[src/rtl/nfc_frame_scheduler.sv]
// Buffers one parsed NFC frame, streams it to the TX framer, then waits for the
// RX response (or timeout) and holds a guard gap before accepting the next frame.
module nfc_frame_scheduler #(
  parameter int MAX_LEN     = 64,
  parameter int TIMEOUT_CYC = 1000000,
  parameter int GAP_CYC     = 1000
) (
  input  logic       clk,
  input  logic       rst,
  input  logic       in_tvalid,
  input  logic [7:0] in_tdata,
  input  logic [3:0] in_tdatab,
  input  logic       in_tlast,
  output logic       tx_tvalid,
  input  logic       tx_tready,
  output logic [7:0] tx_tdata,
  output logic [3:0] tx_tdatab,
  output logic       tx_tlast,
  input  logic       rx_done,
  output logic       busy,
  output logic       resp_ok,
  output logic       timeout,
  output logic       ovf,
  output logic       drop
);

  // state   | meaning
  // COLLECT | accepting bytes of the next frame into the buffer
  // SEND    | streaming the buffered frame to the TX framer
  // WAIT_RX | waiting for rx_done or the response timeout
  // GAP     | inter-frame guard interval
  localparam logic [1:0] COLLECT = 2'd0;
  localparam logic [1:0] SEND    = 2'd1;
  localparam logic [1:0] WAIT_RX = 2'd2;
  localparam logic [1:0] GAP     = 2'd3;

  localparam int CW = $clog2(MAX_LEN + 1);
  localparam int AW = $clog2(MAX_LEN);
  localparam int TW = $clog2(TIMEOUT_CYC + 1);
  localparam int GW = (GAP_CYC > 1) ? $clog2(GAP_CYC) : 1;

  localparam logic [CW-1:0] LEN_MAX  = CW'(MAX_LEN);
  localparam logic [TW-1:0] TMR_LAST = TW'(TIMEOUT_CYC - 1);
  localparam logic [GW-1:0] GAP_LAST = GW'((GAP_CYC > 0) ? GAP_CYC - 1 : 0);

  logic [1:0]    state_q, state_d;
  logic [CW-1:0] wcnt_q, wcnt_d;
  logic [CW-1:0] len_q, len_d;
  logic [CW-1:0] rptr_q, rptr_d;
  logic [3:0]    lastb_q, lastb_d;
  logic          ovf_flag_q, ovf_flag_d;
  logic          disc_q, disc_d;
  logic          prime_q, prime_d;
  logic          tx_valid_q, tx_valid_d;
  logic [7:0]    tx_data_q, tx_data_d;
  logic [3:0]    tx_datab_q, tx_datab_d;
  logic          tx_last_q, tx_last_d;
  logic [TW-1:0] tmr_q, tmr_d;
  logic [GW-1:0] gcnt_q, gcnt_d;
  logic          resp_ok_q, resp_ok_d;
  logic          timeout_q, timeout_d;
  logic          ovf_q, ovf_d;
  logic          drop_q, drop_d;
  logic          rx_exit;
  logic          mem_we;
  logic [7:0]    mem_q [MAX_LEN];

  always_comb begin
    state_d    = state_q;
    wcnt_d     = wcnt_q;
    len_d      = len_q;
    rptr_d     = rptr_q;
    lastb_d    = lastb_q;
    ovf_flag_d = ovf_flag_q;
    disc_d     = disc_q;
    prime_d    = prime_q;
    tx_valid_d = tx_valid_q;
    tx_data_d  = tx_data_q;
    tx_datab_d = tx_datab_q;
    tx_last_d  = tx_last_q;
    tmr_d      = tmr_q;
    gcnt_d     = gcnt_q;
    resp_ok_d  = 1'b0;
    timeout_d  = 1'b0;
    ovf_d      = 1'b0;
    drop_d     = 1'b0;
    rx_exit    = 1'b0;
    mem_we     = 1'b0;

    // Anything arriving while busy with a previous frame is swallowed whole.
    if (state_q != COLLECT && in_tvalid) begin
      if (in_tlast) begin
        drop_d = 1'b1;
        disc_d = 1'b0;
      end else begin
        disc_d = 1'b1;
      end
    end

    case (state_q)
      COLLECT: begin
        if (in_tvalid) begin
          if (disc_q) begin
            if (in_tlast) begin
              drop_d = 1'b1;
              disc_d = 1'b0;
            end
          end else if (in_tlast) begin
            if (ovf_flag_q || wcnt_q == LEN_MAX) begin
              ovf_d      = 1'b1;
              wcnt_d     = '0;
              ovf_flag_d = 1'b0;
            end else begin
              mem_we  = 1'b1;
              len_d   = wcnt_q + 1'b1;
              lastb_d = (in_tdatab == 4'd0 || in_tdatab > 4'd8) ? 4'd8 : in_tdatab;
              rptr_d  = '0;
              prime_d = 1'b1;
              state_d = SEND;
            end
          end else if (wcnt_q == LEN_MAX) begin
            ovf_flag_d = 1'b1;
          end else begin
            mem_we = 1'b1;
            wcnt_d = wcnt_q + 1'b1;
          end
        end
      end
      SEND: begin
        if (prime_q) begin
          prime_d = 1'b0;
        end else if (!tx_valid_q || tx_tready) begin
          if (tx_valid_q && tx_last_q) begin
            tx_valid_d = 1'b0;
            tmr_d      = '0;
            state_d    = WAIT_RX;
          end else if (rptr_q != len_q) begin
            tx_valid_d = 1'b1;
            tx_data_d  = mem_q[rptr_q[AW-1:0]];
            tx_last_d  = (rptr_q == len_q - 1'b1);
            tx_datab_d = (rptr_q == len_q - 1'b1) ? lastb_q : 4'd8;
            rptr_d     = rptr_q + 1'b1;
          end else begin
            tx_valid_d = 1'b0;
          end
        end
      end
      WAIT_RX: begin
        if (rx_done) begin
          resp_ok_d = 1'b1;
          rx_exit   = 1'b1;
        end else if (tmr_q == TMR_LAST) begin
          timeout_d = 1'b1;
          rx_exit   = 1'b1;
        end else begin
          tmr_d = tmr_q + 1'b1;
        end
      end
      GAP: begin
        if (gcnt_q == GAP_LAST) begin
          state_d    = COLLECT;
          wcnt_d     = '0;
          ovf_flag_d = 1'b0;
        end else begin
          gcnt_d = gcnt_q + 1'b1;
        end
      end
      default: state_d = COLLECT;
    endcase

    // A zero-length guard skips GAP entirely.
    if (rx_exit) begin
      if (GAP_CYC == 0) begin
        state_d    = COLLECT;
        wcnt_d     = '0;
        ovf_flag_d = 1'b0;
      end else begin
        state_d = GAP;
        gcnt_d  = '0;
      end
    end
  end

  always_ff @(posedge clk) begin
    if (rst) begin
      state_q    <= COLLECT;
      wcnt_q     <= '0;
      len_q      <= '0;
      rptr_q     <= '0;
      lastb_q    <= 4'd8;
      ovf_flag_q <= 1'b0;
      disc_q     <= 1'b0;
      prime_q    <= 1'b0;
      tx_valid_q <= 1'b0;
      tx_data_q  <= '0;
      tx_datab_q <= 4'd8;
      tx_last_q  <= 1'b0;
      tmr_q      <= '0;
      gcnt_q     <= '0;
      resp_ok_q  <= 1'b0;
      timeout_q  <= 1'b0;
      ovf_q      <= 1'b0;
      drop_q     <= 1'b0;
    end else begin
      state_q    <= state_d;
      wcnt_q     <= wcnt_d;
      len_q      <= len_d;
      rptr_q     <= rptr_d;
      lastb_q    <= lastb_d;
      ovf_flag_q <= ovf_flag_d;
      disc_q     <= disc_d;
      prime_q    <= prime_d;
      tx_valid_q <= tx_valid_d;
      tx_data_q  <= tx_data_d;
      tx_datab_q <= tx_datab_d;
      tx_last_q  <= tx_last_d;
      tmr_q      <= tmr_d;
      gcnt_q     <= gcnt_d;
      resp_ok_q  <= resp_ok_d;
      timeout_q  <= timeout_d;
      ovf_q      <= ovf_d;
      drop_q     <= drop_d;
    end
  end

  always_ff @(posedge clk) begin
    if (mem_we) begin
      mem_q[wcnt_q[AW-1:0]] <= in_tdata;
    end
  end

  assign tx_tvalid = tx_valid_q;
  assign tx_tdata  = tx_data_q;
  assign tx_tdatab = tx_datab_q;
  assign tx_tlast  = tx_last_q;
  assign busy      = !(state_q == COLLECT && wcnt_q == '0);
  assign resp_ok   = resp_ok_q;
  assign timeout   = timeout_q;
  assign ovf       = ovf_q;
  assign drop      = drop_q;

endmodule
[config.mk]
export PLATFORM = sky130hd
export DESIGN_NAME = nfc_frame_scheduler
export DESIGN_NICKNAME = d
export VERILOG_FILES = /design/src/rtl/nfc_frame_scheduler.sv
export SDC_FILE = /design/constraint.sdc
export NUM_CORES = 1
export LEC_CHECK = 0
export ABC_AREA = 1
export BUFFER_PORTS_ARGS = -buffer_cell sky130_fd_sc_hd__buf_2
export CORE_ASPECT_RATIO = 1.1
export CORE_MARGIN = 8
export CORE_UTILIZATION = 57
export DETAILED_ROUTE_END_ITERATION = 16
export PLACE_DENSITY = 0.76
export SYNTH_ARGS = -nofsm -noshare
export SYNTH_HDL_FRONTEND = slang
export SYNTH_SLANG_ARGS = --single-unit
[constraint.sdc]
create_clock -name clk -period 2 [get_ports clk]
set_input_delay 0.6 -clock clk [delete_from_list [all_inputs] [get_ports clk]]
set_output_delay 0.6 -clock clk [all_outputs]
set_load 0.02 [all_outputs]
-- After elaboration in Yosys (flattened, before gate mapping)
Memory sizes are Yosys's and may differ from the RTL's. A register that Yosys moved wholly into a read port is not among the register bits.
Cells that the tools add are included.
- bitwise operators: 9
- multiplexer cells: 73
- reduce and logical (&&, ||, !) cells: 30
- order comparisons: 1
- equality and inequality tests: 31
- $add $sub $neg: 5
- operator list (kind ; count):
    two-way mux 20 bit ; 5
    two-way mux 7 bit ; 14
    one-hot mux 20 bit (2 select lines) ; 1
    two-way mux 1 bit ; 37
    != test 3 bit (second input constant) ; 11
    one-hot mux 7 bit (2 select lines) ; 2
    != test 2 bit (second input constant) ; 12
    adder 20 x 1 -> 20 bit (second input constant) ; 1
    equality test 20 bit (second input constant) ; 1
    two-way mux 2 bit ; 9
    AND reduction 6 bit ; 3
    AND reduction 9 bit ; 2
    AND reduction 5 bit ; 3
    adder 7 x 1 -> 7 bit (second input constant) ; 2
    adder 10 x 1 -> 10 bit (second input constant) ; 1
    equality test 10 bit (second input constant) ; 1
    NOT 1 bit ; 9
    two-way mux 4 bit ; 2
    nonzero test 2 bit ; 4
    equality test 7 bit ; 1
    equality test 7 bit (second input constant) ; 1
    zero test 7 bit ; 1
    != test 7 bit ; 1
    subtractor 7 x 1 -> 7 bit (second input constant) ; 1
    16 further kinds ; 24
- logic and storage cells: 167
- input port bits: 18
- register bits: 70
- memories kept: 1
- RAM bits: 512
- output and inout bits: 19
- memory list (memory ; words ; width ; rd ports ; clocked after memory_dff ; wr ports ; line ; source):
    mem_q ; 64 ; 8 ; 1 ; 1 ; 1 ; 66 ; logic [7:0] mem_q [MAX_LEN];

-- Logic depth before layout (Yosys ltp)
- word-level depth: 9
- mapped depth: 16

-- Least setup slack after synthesis
OpenSTA, ideal clock, no wires.
- path kind: register -> register
- from: register wcnt_q[1]
- to: memory mem_q[16][0] (enable)
- buffers on the path: 0
- clock period less this slack: 2.215 ns
- arrival: 1.845 ns
- stages on the path, launching flop included: 12
- slack: -0.215 ns
- library setup time: 0.370 ns
- required time: 1.630 ns
- path through: dfxtp_1 -> inv_1 -> ha_1 -> nand2_1 -> nor2_1 -> nand2_1 -> o21ai_0 -> nor2_1 -> inv_1 -> nor2_2 -> nand2_1 -> nor2_1
- longest elaborated chain between the ends: 9
- elaborated cells between the ends (all ways): 10
- classes of those cells: eq/ne: 1; mux: 8; reduce/logical: 1
- RTL lines (item ; line ; source):
    from (decl) ; 47 ; logic [CW-1:0] wcnt_q, wcnt_d;
    from (signal assigned) ; 206 ; wcnt_q <= wcnt_d;
    equality test 7 bit ; 109, 121 ;
    logical OR 1 bit ; 109 ; if (ovf_flag_q || wcnt_q == LEN_MAX) begin
    two-way mux 1 bit ; 109 ;
    two-way mux 1 bit ; 108 ; end else if (in_tlast) begin
    two-way mux 1 bit ; 103 ; if (disc_q) begin
    two-way mux 1 bit ; 102 ; if (in_tvalid) begin
    two-way mux 1 bit ; 100 ; case (state_q)
    two-way mux 1 bit ; 227 ; if (mem_we) begin
    two-way mux 1 bit (not written as such) ; 228 ; mem_q[wcnt_q[AW-1:0]] <= in_tdata;
    to (decl) ; 66 ;
Several ways; a longest one is shown, not always the timed one.

-- Worst setup path in the final report
- from: register wcnt_q[1]
- to: output busy
- longest elaborated chain between the ends: 3
- RTL lines (item ; line ; source):
    zero test 7 bit ; 236 ; assign busy = !(state_q == COLLECT && wcnt_q == '0);
    logical AND 1 bit ; 236 ;
    zero test 1 bit ; 236 ;
    to (decl) ; 20 ; output logic busy,
Every way passes these cells.

==> summary.md <==
The checks that failed: setup timing. In the post-synthesis netlist, the biggest area contributors are edfxtp_1, nand2_1, dfxtp_1. Areal power density over the cells: 984 nW/um2. The share of the synthesized area in the top cell type was 0.587; the final cycle utilization of the critical path was 1.14. For the worst setup path, the data required time is 1400 ps. The simple-gate portion of the synthesized area is 0.245. In this run, the number of DRC markers left after iteration 0 of detailed routing was 2,428.

In the synthesized netlist, the cells that appear most often are nand2_1, edfxtp_1, nor2_1. The worst register-to-register path ends at ovf. The launching element type of the critical path is a flip-flop. Using the TritonRoute via totals, the vias-per-cell ratio works out to 5.69. The run gives 2,807 as the net count after synthesis. The post-synthesis sequential area ratio was 0.647. The sink of the worst hold path is timeout.

The post-layout minimum cycle time came out at 2290 ps. The commonest register cell after synthesis is edfxtp_1. The type of element capturing the critical path was an output port.

For the total inserted antenna cells, the log shows 0. In this run the vertical extent of the chip is 241 um. The synthesized design contains 512 enable-type register cells.

Across all register-to-register paths, the minimum setup slack is -200 ps. The final standard cell count with taps included and fillers excluded came out at 3,619. After detailed routing, the number of remaining DRC violations is 0.

Buffers inserted to repair hold after CTS numbered 0. Setup repair after global routing could not meet its margin everywhere. The tools report the initial antenna violation count as 0. The worst hold path startpoint is rx_done. The logs give 0.264 for the overall routing resource usage and 3 for the deepest clock path buffer count.

The run finished, with violations left. The run gives 0 as the count of yosys warnings during synthesis. In this run the tool buffered the top-level ports with 36 buffer cells.

CTS built an H-tree with a depth of 2. Across all layers, the routed design uses 20,600 vias. The critical path contains buffers and inverters numbering 3 combined.

After detailed routing, the total wire length is 72,300 um. Number of clock sinks: 590. The synthesized-area fraction occupied by ao, oa, aoi and oai cells is 0.0271.

Most frequent cell after synthesis: nand2_1. The final instance area is 31,700 um2. The synthesis-to-finish area growth was 21.0%; the routability congestion estimate was 0.959. Post-synthesis async set-or-reset flop share: 0.

The length in cells of the worst reg-to-reg path works out to 17. The clock root buffer master is clkbuf_16. The run gives 82 as the total number of placement rows. Cell at the slowest stage of the critical path: dfxtp_2.

Remaining max-slew budget at the tightest pin: 0.517. The worst setup path is of the flip-flop to output port kind. The number of pins with negative max-slew slack in the final report is 0, and the largest net degree at the start of global routing is 85.

Broken down by cell family, the worst path's largest delay share belongs to buffers and inverters. Including well taps, the total number of placed cells is 3,486. For the setup skew after layout, the log shows 9.75 ps. The critical path goes through inv_2, ha_4, nand2_4, nor2_4, buf_6, nand4_1, buf_6. The synthesized instance count was 2,783.

Launch instance of the worst register-to-register path: state_q[0]. The number of distinct library cell variants in the gate-level netlist after synthesis came out at 35. The mean instance size in the synthesized netlist works out to 9.41 um2. The fraction of the mapped netlist area in adder cells came out at 0.00287.

The number of global-route vias before repair is 20,000, and the count of endpoints failing setup in the final report is 414. The final routed wire length divided by cell count was 20.0 um. The final number of hold-violating endpoints was 0; the number of CTS-inserted buffers was 56. Origin of the worst setup path: wcnt_q[1].

The global-route wire length before repair is 108,000 um, and the die outline area is 53,100 um2. Summed over all nets, the half-perimeter wirelength after detailed placement is 43,900 um. The fraction of final layout cells with drive strength greater than 1 was 0.156; the maximum VDD drop was 0.000743 V. The least setup slack across all paths after layout was -286 ps.

The worst hold path was traced through 2 stages. The largest family of logic cells by synthesized area is simple AND/OR/NAND/NOR gates. In this run, synthesis produced a sequential element count of 590.

Final hold analysis gives a worst-case slack of 256 ps. The type of the worst min-delay path is input pin to flip-flop. TritonCTS built the clock tree. The clock edge transition at the registers on the reported setup and hold paths is 60 ps, and the clock latency on the worst-skew pair is 610 ps. The run gives 0.576 as the initial core utilization. The width of the die was 220 um; the worst slack at placement was -228 ps. After detailed placement, the total cell area comes to 28,600 um2. The tools report the floorplan core area as 45,500 um2. Timing would allow up to 437 MHz.

For this design the top-level I/O count stands at 37. For this run the aggregate overflow at the end of global routing stands at 0. The post-synthesis cell area is 26,200 um2. The tool flagged a number of max-cap violations equal to 0. The most numerous cell type found on the critical path is buf_6.

The multiplexer share of the synthesized area was 0; the leakage power summed over all cells was 0.0128 uW. The cell taking the most area after synthesis is edfxtp_1. The largest driver fanout on the critical path is 2, and the net total in the final layout is 3,010. The share of the synthesized netlist area taken by xor and xnor gates was 0.0104.

In this run the remaining antenna-violating nets after routing total 0. The transition time of the tightest slew-check pin is 722 ps, and the arrival time at the worst endpoint is 1690 ps. Before antenna repair, the detailed router went through 6 iterations. The biggest cell delay along the critical path works out to 320 ps.
==> final cells by class <==
type	count	area (um2)
clock inverters	24	273
well taps	588	736
clock buffers	79	1600
multi-input cells	1753	8040
flip-flops and latches	590	17000
inverters	315	1190
fillers	3083	13800
repair buffers	270	2910
==> cell families (layout without fill, tap and decap cells) <==
kind of cell,count (synthesis),after routing
adders and majority gates,6,6
AOI/OAI and AO/OA,139,139
buffers and inverters,440,688
DFF,590,590
and+or+nand+nor,1577,1577
xor gates and xnor gates,31,31
==> metal layers <==
metal / part of all wire / vias to the layer above / GRT usage
met1: 0.37 / 9705 / 0.329
met5: 0 / - / 0
met4: 0.047 / 0 / 0.132
met3: 0.096 / 238 / 0.0478
li1: - / 9445 / -
met2: 0.49 / 1217 / 0.440
==> power by group <==
part	leakage [uW]	switching, uW	internal, uW
Combinational	0.00667	4230	2300
Sequential	0.00524	180	13600
Clock	0.000924	4510	6340
==> stage by stage <==
step / total power (uW) / setup TNS [ps] / utilization
after floorplan: 17400 / -75920 / -
after global placement: 19400 / -82010 / 0.630
after detailed placement: 19500 / -81540 / 0.630
after CTS: 30600 / -19090 / 0.687
after global routing: 32200 / -50090 / 0.697
final: 31200 / -21330 / 0.697
==> flip-flops by register name, indices dropped and copies added (netlist names), 2 cells and up <==
signal	flops
gcnt_q	10
lastb_q	4
len_q	7
mem_q	512
rptr_q	7
state_q	2
tmr_q	20
tx_tdata	8
tx_tdatab	4
wcnt_q	7
==> repair_timing <==
| item | 4_1_cts | 5_1_grt |
|---|---|---|
| cloned | 1 | 8 |
| setup buffers | 13 | 8 |
| setup endpoints to repair | 452 | 478 |
| pin swaps | 9 | 17 |
| resized for setup | 148 | 56 |
==> worst reg2reg max path: cells and delay by family, from the launching register on <==
family | cells | cell delay [ps]
and+or+nand+nor | 3 | 260
DFF | 1 | 330
AOI/OAI and AO/OA | 1 | 40
buffers and inverters | 13 | 1460
==> worst max path at each step <==
stage / endpoint / slack [ps] / cells past startpoint
6_report: busy / -290 / 7
5_1_grt: busy / -320 / 7
4_1_cts: busy / -330 / 7
3_5_place_dp: mem_q[5][0] / -230 / 10
3_3_place_gp: mem_q[45][5] / -250 / 13
2_1_floorplan: mem_q[16][0] / -180 / 11
==> cells in the final DEF (no fill, tap or decap), types with 2 or more instances in the layout <==
cell type	synthesis	routed
a21oi_1	57	57
buf_12	0	38
buf_16	0	5
buf_2	54	35
buf_4	10	114
buf_6	4	68
buf_8	0	4
bufinv_16	0	6
clkbuf_1	38	15
clkbuf_16	0	65
clkbuf_8	0	5
clkinv_1	3	7
clkinv_2	0	12
dfxtp_1	78	71
dfxtp_2	0	5
dfxtp_4	0	2
edfxtp_1	512	512
ha_1	6	5
inv_1	304	300
inv_2	8	9
inv_4	0	2
nand2_1	890	880
nand2_2	0	6
nand2_4	0	4
nand3_1	294	289
nand3_2	2	5
nand3_4	0	2
nand4_1	23	23
nor2_1	339	263
nor2_2	2	24
nor2_4	1	55
nor3_1	19	18
nor4_1	2	2
o21ai_0	65	61
o21ai_1	12	15
xnor2_1	10	10
xor2_1	21	21
No activity file was read; power rests on OpenSTA's default activity.
